$ cat config.mk
export PLATFORM = sky130hd
export DESIGN_NAME = alu_scheduler_flat
export DESIGN_NICKNAME = d
export VERILOG_FILES = /design/src/rtl/alu_scheduler_if.sv /design/src/rtl/alu_scheduler.sv /design/src/flat_wrapper.sv
export SDC_FILE = /design/constraint.sdc
export NUM_CORES = 1
export LEC_CHECK = 0
export CORE_ASPECT_RATIO = 0.5
export CORE_MARGIN = 2
export CORE_UTILIZATION = 39
export DETAILED_ROUTE_END_ITERATION = 7
export HOLD_SLACK_MARGIN = 0.15
export PLACE_DENSITY = 0.81
export SYNTH_ARGS = -nofsm -noshare
export SYNTH_HDL_FRONTEND = slang
export SYNTH_SLANG_ARGS = --single-unit
$ cat constraint.sdc
create_clock -name clk -period 1.81 [get_ports clk]
set_input_delay 0.181 -clock clk [delete_from_list [all_inputs] [get_ports clk]]
set_output_delay 0.181 -clock clk [all_outputs]
set_load 0.02 [all_outputs]
$ cat src/rtl/alu_scheduler_if.sv
// Requester, response and ALU-side signals of alu_scheduler, grouped as one bundle.
// The scheduler uses the slave modport; the environment that surrounds it uses master.
interface alu_scheduler_if;
    logic [1:0]  req_valid;
    logic [1:0]  req_ready;
    logic [15:0] req0_a;
    logic [15:0] req0_b;
    logic [15:0] req1_a;
    logic [15:0] req1_b;
    logic [3:0]  req0_op;
    logic [3:0]  req1_op;
    logic [1:0]  rsp_valid;
    logic [1:0]  rsp_ready;
    logic [15:0] rsp_result;
    logic [3:0]  rsp_flags;
    logic        alu_enable;
    logic [15:0] alu_a;
    logic [15:0] alu_b;
    logic [3:0]  alu_op;
    logic [15:0] alu_result;
    logic        alu_zero;
    logic        alu_carry;
    logic        alu_overflow;
    logic        busy;

    modport slave (
        input  req_valid, req0_a, req0_b, req1_a, req1_b, req0_op, req1_op,
        input  rsp_ready, alu_result, alu_zero, alu_carry, alu_overflow,
        output req_ready, rsp_valid, rsp_result, rsp_flags,
        output alu_enable, alu_a, alu_b, alu_op, busy
    );

    modport master (
        output req_valid, req0_a, req0_b, req1_a, req1_b, req0_op, req1_op,
        output rsp_ready, alu_result, alu_zero, alu_carry, alu_overflow,
        input  req_ready, rsp_valid, rsp_result, rsp_flags,
        input  alu_enable, alu_a, alu_b, alu_op, busy
    );
endinterface

$ cat src/rtl/alu_scheduler.sv
// Round-robin sharing of one pipelined 16-bit ALU between two requesters.
// Optional ALU_SCHED_OPCHECK_EN: opcodes above 4'b1011 bypass the ALU and return an error response.
module alu_scheduler #(
    parameter int ALU_LATENCY = 2
) (
    input  logic            clk,
    input  logic            reset,
    alu_scheduler_if.slave  bus
);

    typedef enum logic [1:0] {IDLE, EXEC, CAPTURE, RESP} state_e;

    typedef struct packed {
        logic [15:0] a;
        logic [15:0] b;
        logic [3:0]  op;
    } req_t;

    state_e      state_q, state_d;
    logic [3:0]  cnt_q, cnt_d;
    req_t        op_q, op_d;
    logic        owner_q, owner_d;
    logic        last_grant_q, last_grant_d;
    logic        err_q, err_d;
    logic [15:0] res_q, res_d;
    logic [3:0]  flags_q, flags_d;

    logic        gnt;
    logic        accept;
    logic        illegal;
    req_t        sel;
    logic [1:0]  rdy;
    logic [1:0]  rvld;

    // Tie goes to whoever did not win last time; a lone requester always wins.
    always_comb begin
        gnt = 1'b0;
        case (bus.req_valid)
            2'b01:   gnt = 1'b0;
            2'b10:   gnt = 1'b1;
            2'b11:   gnt = ~last_grant_q;
            default: gnt = 1'b0;
        endcase
    end

    always_comb begin
        sel = '{a: bus.req0_a, b: bus.req0_b, op: bus.req0_op};
        if (gnt) begin
            sel = '{a: bus.req1_a, b: bus.req1_b, op: bus.req1_op};
        end
    end

`ifdef ALU_SCHED_OPCHECK_EN
    assign illegal = (sel.op > 4'b1011);
`else
    assign illegal = 1'b0;
`endif

    assign accept = (state_q == IDLE) && !reset && (|bus.req_valid);

    always_comb begin
        rdy  = 2'b00;
        rvld = 2'b00;
        for (int i = 0; i < 2; i++) begin
            rdy[i]  = accept && bus.req_valid[i] && (gnt == 1'(i));
            rvld[i] = (state_q == RESP) && (owner_q == 1'(i));
        end
    end

    always_comb begin
        state_d      = state_q;
        cnt_d        = cnt_q;
        op_d         = op_q;
        owner_d      = owner_q;
        last_grant_d = last_grant_q;
        err_d        = err_q;
        res_d        = res_q;
        flags_d      = flags_q;
        case (state_q)
            IDLE: begin
                if (accept) begin
                    owner_d      = gnt;
                    last_grant_d = gnt;
                    err_d        = illegal;
                    cnt_d        = 4'(ALU_LATENCY);
                    // Rejected opcodes never reach the ALU, so its operand bus keeps its old value.
                    if (illegal) begin
                        state_d = CAPTURE;
                    end else begin
                        op_d    = sel;
                        state_d = EXEC;
                    end
                end
            end
            EXEC: begin
                cnt_d = cnt_q - 4'd1;
                if (cnt_q <= 4'd1) begin
                    state_d = CAPTURE;
                end
            end
            CAPTURE: begin
                if (err_q) begin
                    res_d   = 16'h0000;
                    flags_d = 4'b1000;
                end else begin
                    res_d   = bus.alu_result;
                    flags_d = {1'b0, bus.alu_overflow, bus.alu_carry, bus.alu_zero};
                end
                state_d = RESP;
            end
            RESP: begin
                if (bus.rsp_ready[owner_q]) begin
                    state_d = IDLE;
                end
            end
            default: state_d = IDLE;
        endcase
    end

    always_ff @(posedge clk) begin
        if (reset) begin
            state_q <= IDLE;
        end else begin
            state_q <= state_d;
        end
    end

    always_ff @(posedge clk) begin
        if (reset) begin
            cnt_q        <= 4'd0;
            op_q         <= '0;
            owner_q      <= 1'b0;
            last_grant_q <= 1'b1;
            err_q        <= 1'b0;
            res_q        <= 16'h0000;
            flags_q      <= 4'b0000;
        end else begin
            cnt_q        <= cnt_d;
            op_q         <= op_d;
            owner_q      <= owner_d;
            last_grant_q <= last_grant_d;
            err_q        <= err_d;
            res_q        <= res_d;
            flags_q      <= flags_d;
        end
    end

    assign bus.req_ready  = rdy;
    assign bus.rsp_valid  = rvld;
    assign bus.rsp_result = res_q;
    assign bus.rsp_flags  = flags_q;
    assign bus.alu_enable = (state_q == EXEC);
    assign bus.alu_a      = op_q.a;
    assign bus.alu_b      = op_q.b;
    assign bus.alu_op     = op_q.op;
    assign bus.busy       = (state_q != IDLE);

endmodule

$ cat src/flat_wrapper.sv
// flat-port wrapper written by rule: the top's interface ports become plain ports
module alu_scheduler_flat 
#(
    parameter int ALU_LATENCY = 2
)
  (clk, reset, bus_req_valid, bus_req0_a, bus_req0_b, bus_req1_a, bus_req1_b, bus_req0_op, bus_req1_op, bus_rsp_ready, bus_alu_result, bus_alu_zero, bus_alu_carry, bus_alu_overflow, bus_req_ready, bus_rsp_valid, bus_rsp_result, bus_rsp_flags, bus_alu_enable, bus_alu_a, bus_alu_b, bus_alu_op, bus_busy);
  alu_scheduler_if bus_i ();
  input  logic clk;
  input  logic reset;
  input wire logic [$bits(bus_i.req_valid)-1:0] bus_req_valid;
  input wire logic [$bits(bus_i.req0_a)-1:0] bus_req0_a;
  input wire logic [$bits(bus_i.req0_b)-1:0] bus_req0_b;
  input wire logic [$bits(bus_i.req1_a)-1:0] bus_req1_a;
  input wire logic [$bits(bus_i.req1_b)-1:0] bus_req1_b;
  input wire logic [$bits(bus_i.req0_op)-1:0] bus_req0_op;
  input wire logic [$bits(bus_i.req1_op)-1:0] bus_req1_op;
  input wire logic [$bits(bus_i.rsp_ready)-1:0] bus_rsp_ready;
  input wire logic [$bits(bus_i.alu_result)-1:0] bus_alu_result;
  input wire logic [$bits(bus_i.alu_zero)-1:0] bus_alu_zero;
  input wire logic [$bits(bus_i.alu_carry)-1:0] bus_alu_carry;
  input wire logic [$bits(bus_i.alu_overflow)-1:0] bus_alu_overflow;
  output wire logic [$bits(bus_i.req_ready)-1:0] bus_req_ready;
  output wire logic [$bits(bus_i.rsp_valid)-1:0] bus_rsp_valid;
  output wire logic [$bits(bus_i.rsp_result)-1:0] bus_rsp_result;
  output wire logic [$bits(bus_i.rsp_flags)-1:0] bus_rsp_flags;
  output wire logic [$bits(bus_i.alu_enable)-1:0] bus_alu_enable;
  output wire logic [$bits(bus_i.alu_a)-1:0] bus_alu_a;
  output wire logic [$bits(bus_i.alu_b)-1:0] bus_alu_b;
  output wire logic [$bits(bus_i.alu_op)-1:0] bus_alu_op;
  output wire logic [$bits(bus_i.busy)-1:0] bus_busy;
  assign bus_i.req_valid = bus_req_valid;
  assign bus_i.req0_a = bus_req0_a;
  assign bus_i.req0_b = bus_req0_b;
  assign bus_i.req1_a = bus_req1_a;
  assign bus_i.req1_b = bus_req1_b;
  assign bus_i.req0_op = bus_req0_op;
  assign bus_i.req1_op = bus_req1_op;
  assign bus_i.rsp_ready = bus_rsp_ready;
  assign bus_i.alu_result = bus_alu_result;
  assign bus_i.alu_zero = bus_alu_zero;
  assign bus_i.alu_carry = bus_alu_carry;
  assign bus_i.alu_overflow = bus_alu_overflow;
  assign bus_req_ready = bus_i.req_ready;
  assign bus_rsp_valid = bus_i.rsp_valid;
  assign bus_rsp_result = bus_i.rsp_result;
  assign bus_rsp_flags = bus_i.rsp_flags;
  assign bus_alu_enable = bus_i.alu_enable;
  assign bus_alu_a = bus_i.alu_a;
  assign bus_alu_b = bus_i.alu_b;
  assign bus_alu_op = bus_i.alu_op;
  assign bus_busy = bus_i.busy;
  alu_scheduler #(.ALU_LATENCY(ALU_LATENCY)) u_core (.clk(clk), .reset(reset), .bus(bus_i));
endmodule
# == Word-level counts from Yosys, hierarchy flattened ==
# Index checks and enable logic that the tools add are counted.
# classes
n_addsub,1
magnitude_cmp,2
n_eq_ne,8
muxes,10
bitwise_logic,3
n_reduce_logical,16
# ops
operator,count
$mux 36,1
$eq 2x2->1 const B,4
$logic_and 1x1->1,8
$pmux 2 s4,1
$pmux 4 s2,1
$mux 2,3
$le 4x1->1 const B,1
$mux 4,1
$ne 2x1->1 const B,2
$reduce_and 2->1,2
$reduce_bool 2->1,2
$sub 4x1->4 const B,1
$not 1->1,3
$reduce_and 3->1,1
$eq 2x1->1 const B,1
$logic_not 2->1,1
$lt 1x2->1 const B,1
$mux 1,2
$ne 2x2->1 const B,1
$pmux 1 s2,1
$reduce_or 2->1,1
$logic_not 1->1,1
# totals
ff_bits,63
wordCells,49

# == Depth between registers and ports, before layout ==
# Gate-level depths: netlist (run 1).
# logic_depth
depth_word,5
ltp_mapped,7
mapped_depth_nobuf,6

# == Least setup slack after synthesis (run 1) ==
# No wires, ideal clock.
# synth_timing
path_kind,flip-flop to flip-flop
start,register u_core.state_q[1]
end,register u_core.state_q[1]
setup_time_ps,67
arrival_ps,1314
required_time_ps,1743
setup_slack_ps,430
stages_incl_launch_ff,7
path_buffers,1
period_less_slack_ps,1380
cell_sequence,dfxtp_1 -> inv_1 -> ha_1 -> buf_4 -> o31ai_1 -> a31o_1 -> a21oi_2
# synth_via
elab_cells_between_ends,11
# synth_rtl
element,line_no,text
"start, declared",alu_scheduler.sv:19,"state_e state_q, state_d;"
"start signal, assigned",alu_scheduler.sv:124,state_q <= state_d;
$eq 2x1->1 (*),--,
via bus_alu_enable,flat_wrapper.sv:26,output wire logic [$bits(bus_i.alu_enable)-1:0] bus_alu_enable;
$ne 2x1->1 (no line),--,
$reduce_and 3->1 (no line),--,
# The timed path passes the listed nets; every way through them passes the cells marked *.
# A chain may end at the register's enable or synchronous reset.

# == Worst setup path after layout (run 1) ==
# layout_timing
start,register u_core.state_q[0]
end,output bus_busy
# layout_via
elab_chain_cells,1
# layout_lines
element,line_no,text
$reduce_bool 2->1,alu_scheduler.sv:156,assign bus.busy = (state_q != IDLE);
"end, declared",flat_wrapper.sv:30,output wire logic [$bits(bus_i.busy)-1:0] bus_busy;
# Every way passes these cells.

==> impl_metrics.json, run 1 <==
{
  "finalSetupViolCount": 0,
  "drv_cap": 0,
  "drc": 0,
  "area_growth_pct": 68.8,
  "drt-pass1-iter-count": 4,
  "wl_mm": 8.16,
  "postCtsHoldBufs": 0,
  "dp_slack_ps": -19.0,
  "skew_ps": 5.11,
  "ant_nets": 0,
  "async_flop_share": 0,
  "synth_fp_nets": 388,
  "nFillCells": 520,
  "root_buffer": "clkbuf_16",
  "dpl_cell_area_sq_mm": 0.00452,
  "synthCells": 284,
  "grt_use_total": 0.194,
  "clk_latency_ps": 320,
  "rr_endpoint": "u_core.owner_q",
  "grt_setup_unrepaired": "false",
  "drt_iter0_drc": 119,
  "p_per_area_mw_per_mm2": 1300,
  "critical_path.max_stage_delay_ps": 360,
  "hp-start": "reset",
  "synth.distinct_cells": 34,
  "via_per_inst": 4.96,
  "tightest_slew_ps": 604,
  "antenna_found_initial": 0,
  "post-route-period-util": 0.933,
  "grt_pass1_vias": 2710,
  "crit_required_ps": 1630,
  "end_kind": "primary output",
  "holdPathEnd": "u_core.bus.rsp_flags[1]",
  "pin_count": 159,
  "grt_pass1_wl_mm": 12.5,
  "utilization": 0.698,
  "ff2ff_setup_slack_ps": 130,
  "row_count": 21,
  "grt-ovfl-total": 0,
  "grt_start_max_net_pins": 64,
  "status": "completed",
  "synth-edff-count": 0,
  "slew_viol_final": 0,
  "fp.dieH_um": 64.4,
  "hold_path.class": "in2reg",
  "worst_setup_path_start_kind": "flip-flop",
  "ys_seq_area_frac": 0.443,
  "max_freq_mhz": 592,
  "cts_tree": "built",
  "fin_crit_ps": 1690,
  "htreeDepth": 3,
  "fp.dieW_um": 125,
  "hold_viol_final": 0,
  "r2r_cells": 8,
  "cpMostUsedCell": "inv_1",
  "cts.path.max_buffers": 2,
  "synth_top_flop_cell": "dfxtp_1",
  "antennaDiodeCount": 0,
  "fin_setup_tns_ps": 0,
  "die_area_sq_mm": 0.00804,
  "setup_ws_ps": 121,
  "final_common_cell": "clkdlybuf4s50_1",
  "vdd_drop_max_uv": 641,
  "finish.instance_area_sq_mm": 0.00481,
  "path_cells": "inv_1, ha_1, inv_1, dlygate4sd2_1",
  "ys_warn_count": 0,
  "crit_type": "reg2out",
  "p_total_uw": 6240,
  "r2r_start": "u_core.state_q[0]",
  "numCtsBuffers": 9,
  "nets": 545,
  "synth.avg_cell_area_sq_um": 10.0,
  "hpwl_mm": 6.24,
  "critical-path-slowest-cell": "dfxtp_1",
  "min_path_cells": 3,
  "portBuffers": 157,
  "synth_seq_cells": 63,
  "crit_fanout": 4,
  "cp.arrival_ps": 1510,
  "gp_congestion": 0.815,
  "post_cts_buffers": 0,
  "clock_sinks": 63,
  "leakage_uw": 0.00186,
  "netlist_area_sq_mm": 0.00285,
  "slew_headroom": 0.594,
  "coreArea_sq_mm": 0.00688,
  "wl_per_cell_um": 15.2,
  "drive_above_1_share": 0.0807,
  "mostFrequentLayoutCells": "clkdlybuf4s50_1 (150), dfxtp_1 (63), mux2i_1 (56)",
  "start_util": 0.414,
  "vias": 2669,
  "clkSlewWorstSetupHoldPaths_ps": 50
}
==> critical path: cells and delay by family (launching register included) <==
kind,cells,cell delay [ps]
adders and majority gates,1,250
buffers and inverters,3,580
DFF,1,360
==> logic make-up after synthesis <==
family / count (synthesis) / synth area share
compound gates: 53 / 0.111
fa+ha+maj: 7 / 0.0308
buf+inv: 27 / 0.0505
flops: 63 / 0.443
mux: 56 / 0.197
other cells: 1 / 0.00132
simple gates: 77 / 0.167
==> worst max-delay path by stage <==
stage                      startpoint           endpoint  slack, ps
finish              u_core.state_q[0]           bus_busy        120
global route        u_core.state_q[0]     u_core.owner_q         40
CTS                 u_core.state_q[0]   bus_req_ready[0]          4
detailed placement   bus_req_valid[0]   bus_req_ready[1]        -20
global placement     bus_req_valid[0]   bus_req_ready[1]         30
floorplan           u_core.state_q[1]  u_core.state_q[1]        430
==> power breakdown <==
| group | switching [uW] | internal, uW | total, uW |
|---|---|---|---|
| combinational | 1300 | 1290 | 2590 |
| clock | 564 | 1090 | 1660 |
| sequential | 223 | 1760 | 1990 |
| total | 2090 | 4150 | 6240 |
==> cells in the mapped netlist (2+ instances only) <==
library cell   n  area [sq um]
a21oi_1        3          15.0
a31o_1         2          17.5
a31oi_1        4          25.0
and2_1         2          12.5
buf_2         10          50.1
buf_4          4          30.0
buf_6          2          22.5
clkbuf_1       6          22.5
dfxtp_1       63          1260
ha_1           7          87.6
inv_1          5          18.8
mux2i_1       56           561
nand2_1        5          18.8
nand3b_1      38           285
nand4b_1       2          17.5
nor2_1        22          82.6
o21ai_1       36           180
==> flip-flops by register name, indices dropped and copies added (netlist names) <==
signal                 flops
u_core.cnt_q               4
u_core.owner_q             1
u_core.bus.rsp_flags       3
u_core.bus.rsp_result     16
u_core.bus.alu_a          16
u_core.last_grant_q        1
u_core.bus.alu_op          4
u_core.state_q             2
u_core.bus.alu_b          16
==> repair_timing <==
item                       in CTS  in global routing
resized for setup               4                  6
setup endpoints to repair       3                  5
gates cloned                    0                  0
==> layer usage <==
metal | up-vias | part of all wire | GRT usage
li1 | 1319 | - | -
met1 | 1261 | 0.40 | 0.202
met2 | 72 | 0.55 | 0.388
met3 | 17 | 0.039 | 0.0462
met4 | 0 | 0.018 | 0.0694
met5 | - | 0 | 0
==> cell type report <==
| type | instances | area (sq um) | share of cell area |
|---|---|---|---|
| clock buffer | 12 | 246 | 0.0513 |
| tap | 92 | 115 | 0.0239 |
| sequential | 63 | 1260 | 0.262 |
| inverter | 5 | 18.8 | 0.00390 |
| clock inverter | 4 | 45.0 | 0.00937 |
| timing repair buffer | 168 | 1670 | 0.347 |
| multi-input combinational | 194 | 1450 | 0.302 |
==> per-stage QoR <==
step	std cells	hold slack [ps]
after detailed placement	522	472
after floorplan	284	328
after global routing	538	494
after global placement	522	467
final	538	461
after CTS	538	462
(Power assumes the default switching activity.)
==> run 2: changes to the inputs <==
--- a/config.mk
+++ b/config.mk
@@ -11,6 +11,7 @@
 export DETAILED_ROUTE_END_ITERATION = 7
 export HOLD_SLACK_MARGIN = 0.15
 export PLACE_DENSITY = 0.81
+export SETUP_SLACK_MARGIN = 0.5
 export SYNTH_ARGS = -nofsm -noshare
 export SYNTH_HDL_FRONTEND = slang
 export SYNTH_SLANG_ARGS = --single-unit
==> run 2 against run 1 <==
Effect of this change: worst setup slack improved by 130 ps; sequential power about the same; global-route usage is 4.2 points higher; clock power shrank 8%; power is 9.7% higher; combinational power increased by 28%; flip-flop and latch count stayed put.
==> impl_metrics.json, run 2 (synthesis results as in run 1) <==
{
  "vdd_drop_max_uv": 706,
  "mostFrequentLayoutCells": "clkdlybuf4s50_1 (95), dfxtp_1 (61), mux2i_1 (56)",
  "hold_viol_final": 0,
  "ant_nets": 0,
  "finalSetupViolCount": 0,
  "fp.dieH_um": 64.4,
  "r2r_cells": 9,
  "root_buffer": "clkbuf_16",
  "coreArea_sq_mm": 0.00688,
  "crit_type": "reg2out",
  "skew_ps": 5.67,
  "clk_latency_ps": 320,
  "grt_use_total": 0.237,
  "r2r_start": "u_core.state_q[1]",
  "leakage_uw": 0.00220,
  "drive_above_1_share": 0.172,
  "p_per_area_mw_per_mm2": 1320,
  "hp-start": "reset",
  "clock_sinks": 63,
  "grt_pass1_wl_mm": 15.1,
  "drv_cap": 0,
  "numCtsBuffers": 9,
  "portBuffers": 157,
  "rr_endpoint": "u_core.bus.alu_b[9]",
  "status": "completed",
  "nFillCells": 487,
  "dp.cells": 519,
  "cts_tree": "built",
  "whs_ps": 410,
  "wl_mm": 10.3,
  "pin_count": 159,
  "crit_fanout": 3,
  "dpl_cell_area_sq_mm": 0.00452,
  "cp.arrival_ps": 1380,
  "hold_path.class": "in2reg",
  "slew_viol_final": 0,
  "htreeDepth": 3,
  "die_area_sq_mm": 0.00804,
  "ff2ff_setup_slack_ps": 280,
  "fin_crit_ps": 1560,
  "start_util": 0.414,
  "row_count": 21,
  "min_path_cells": 5,
  "worst_setup_path_start_kind": "flip-flop",
  "cts.path.max_buffers": 2,
  "finish.instance_area_sq_mm": 0.00519,
  "drt_iter0_drc": 142,
  "postCtsHoldBufs": 0,
  "post-route-period-util": 0.861,
  "gp_congestion": 0.830,
  "final_common_cell": "clkdlybuf4s50_1",
  "vias": 2887,
  "grt_pass1_vias": 3004,
  "nets": 566,
  "p_total_uw": 6840,
  "hpwl_mm": 6.33,
  "slew_headroom": 0.617,
  "antenna_found_initial": 0,
  "via_per_inst": 5.17,
  "antennaDiodeCount": 0,
  "crit_required_ps": 1630,
  "grt_setup_unrepaired": "true",
  "drc": 0,
  "holdPathEnd": "u_core.bus.alu_a[7]",
  "drt-pass1-iter-count": 4,
  "path_cells": "inv_2, ha_4, nor2b_4, nand2_1, nor2_1, buf_4",
  "wl_per_cell_um": 18.5,
  "fp.dieW_um": 125,
  "critical_path.max_stage_delay_ps": 330,
  "grt_start_max_net_pins": 64,
  "end_kind": "primary output",
  "max_freq_mhz": 642,
  "clkSlewWorstSetupHoldPaths_ps": 50,
  "area_growth_pct": 82.2,
  "grt-ovfl-total": 0,
  "tightest_slew_ps": 575,
  "utilization": 0.754,
  "critical-path-slowest-cell": "dfxtp_2",
  "finalNonFillerCells": 558
}
run 2: cell types whose count changed in the layout (fill, tap and decap cells not counted), sizes merged:
cell           previous run  this run
clkinv                    3         1
clkbuf                   14        19
bufinv                    1         0
clkdlybuf4s50           150        95
buf                      12        34
dlymetal6s2s              3         0
dlygate4sd2               1        55
run 2: stage by stage:
stage,setup WS (ps),setup TNS [ps]
3_3_place_gp,13.6,0
6_report,252,0
2_1_floorplan,497,0
4_1_cts,307,0
3_5_place_dp,-71.0,-1480
5_1_grt,191,0
run 2: cell type report:
cell class | instances | area (sq um) | share of cell area
Timing Repair Buffer | 189 | 1950 | 0.375
Multi-Input combinational cell | 194 | 1580 | 0.304
Sequential cell | 63 | 1270 | 0.244
Clock buffer | 14 | 254 | 0.0490
Tap cell | 92 | 115 | 0.0222
Inverter | 5 | 23.8 | 0.00458
Clock inverter | 1 | 5.00 | 0.000965
run 2: repair_timing:
action                                 CTS  global route
gates cloned                             3             4
pin swaps                               12            16
setup buffers                           10             7
gates resized for setup                110            15
endpoints found under the hold margin    0             0
setup endpoints to repair              123            62
run 2: power breakdown:
group | internal (uW) | switching, uW
logic | 1660 | 1650
registers | 1770 | 234
clock network | 955 | 571
run 2: worst max-delay path by stage:
stage | startpoint | to | slack, ps | depth (start not counted)
after floorplan | u_core.cnt_q[0] | u_core.state_q[1] | 500 | 6
after global placement | bus_req_valid[0] | bus_req_ready[1] | 10 | 4
after detailed placement | bus_req_valid[0] | u_core.bus.alu_b[9] | -70 | 5
after CTS | u_core.state_q[0] | bus_req_ready[0] | 310 | 6
after global routing | u_core.state_q[1] | bus_req_ready[0] | 190 | 6
final | u_core.state_q[1] | bus_req_ready[0] | 250 | 6
run 2: worst max-delay path: cells and delay by family, from the launching register on:
kind	cells	cell delay (ps)
buffers and inverters	2	230
and+or+nand+nor	3	350
DFF	1	330
adders and majority gates	1	150
run 2: routing by layer:
metal / track usage / share of wire / vias up / wire length [um]
li1: - / - / 1371 / -
met1: 0.264 / 0.40 / 1398 / 4120
met2: 0.454 / 0.53 / 92 / 5460
met3: 0.0578 / 0.044 / 26 / 459
met4: 0.0736 / 0.029 / 0 / 297
met5: 0 / 0 / - / 0
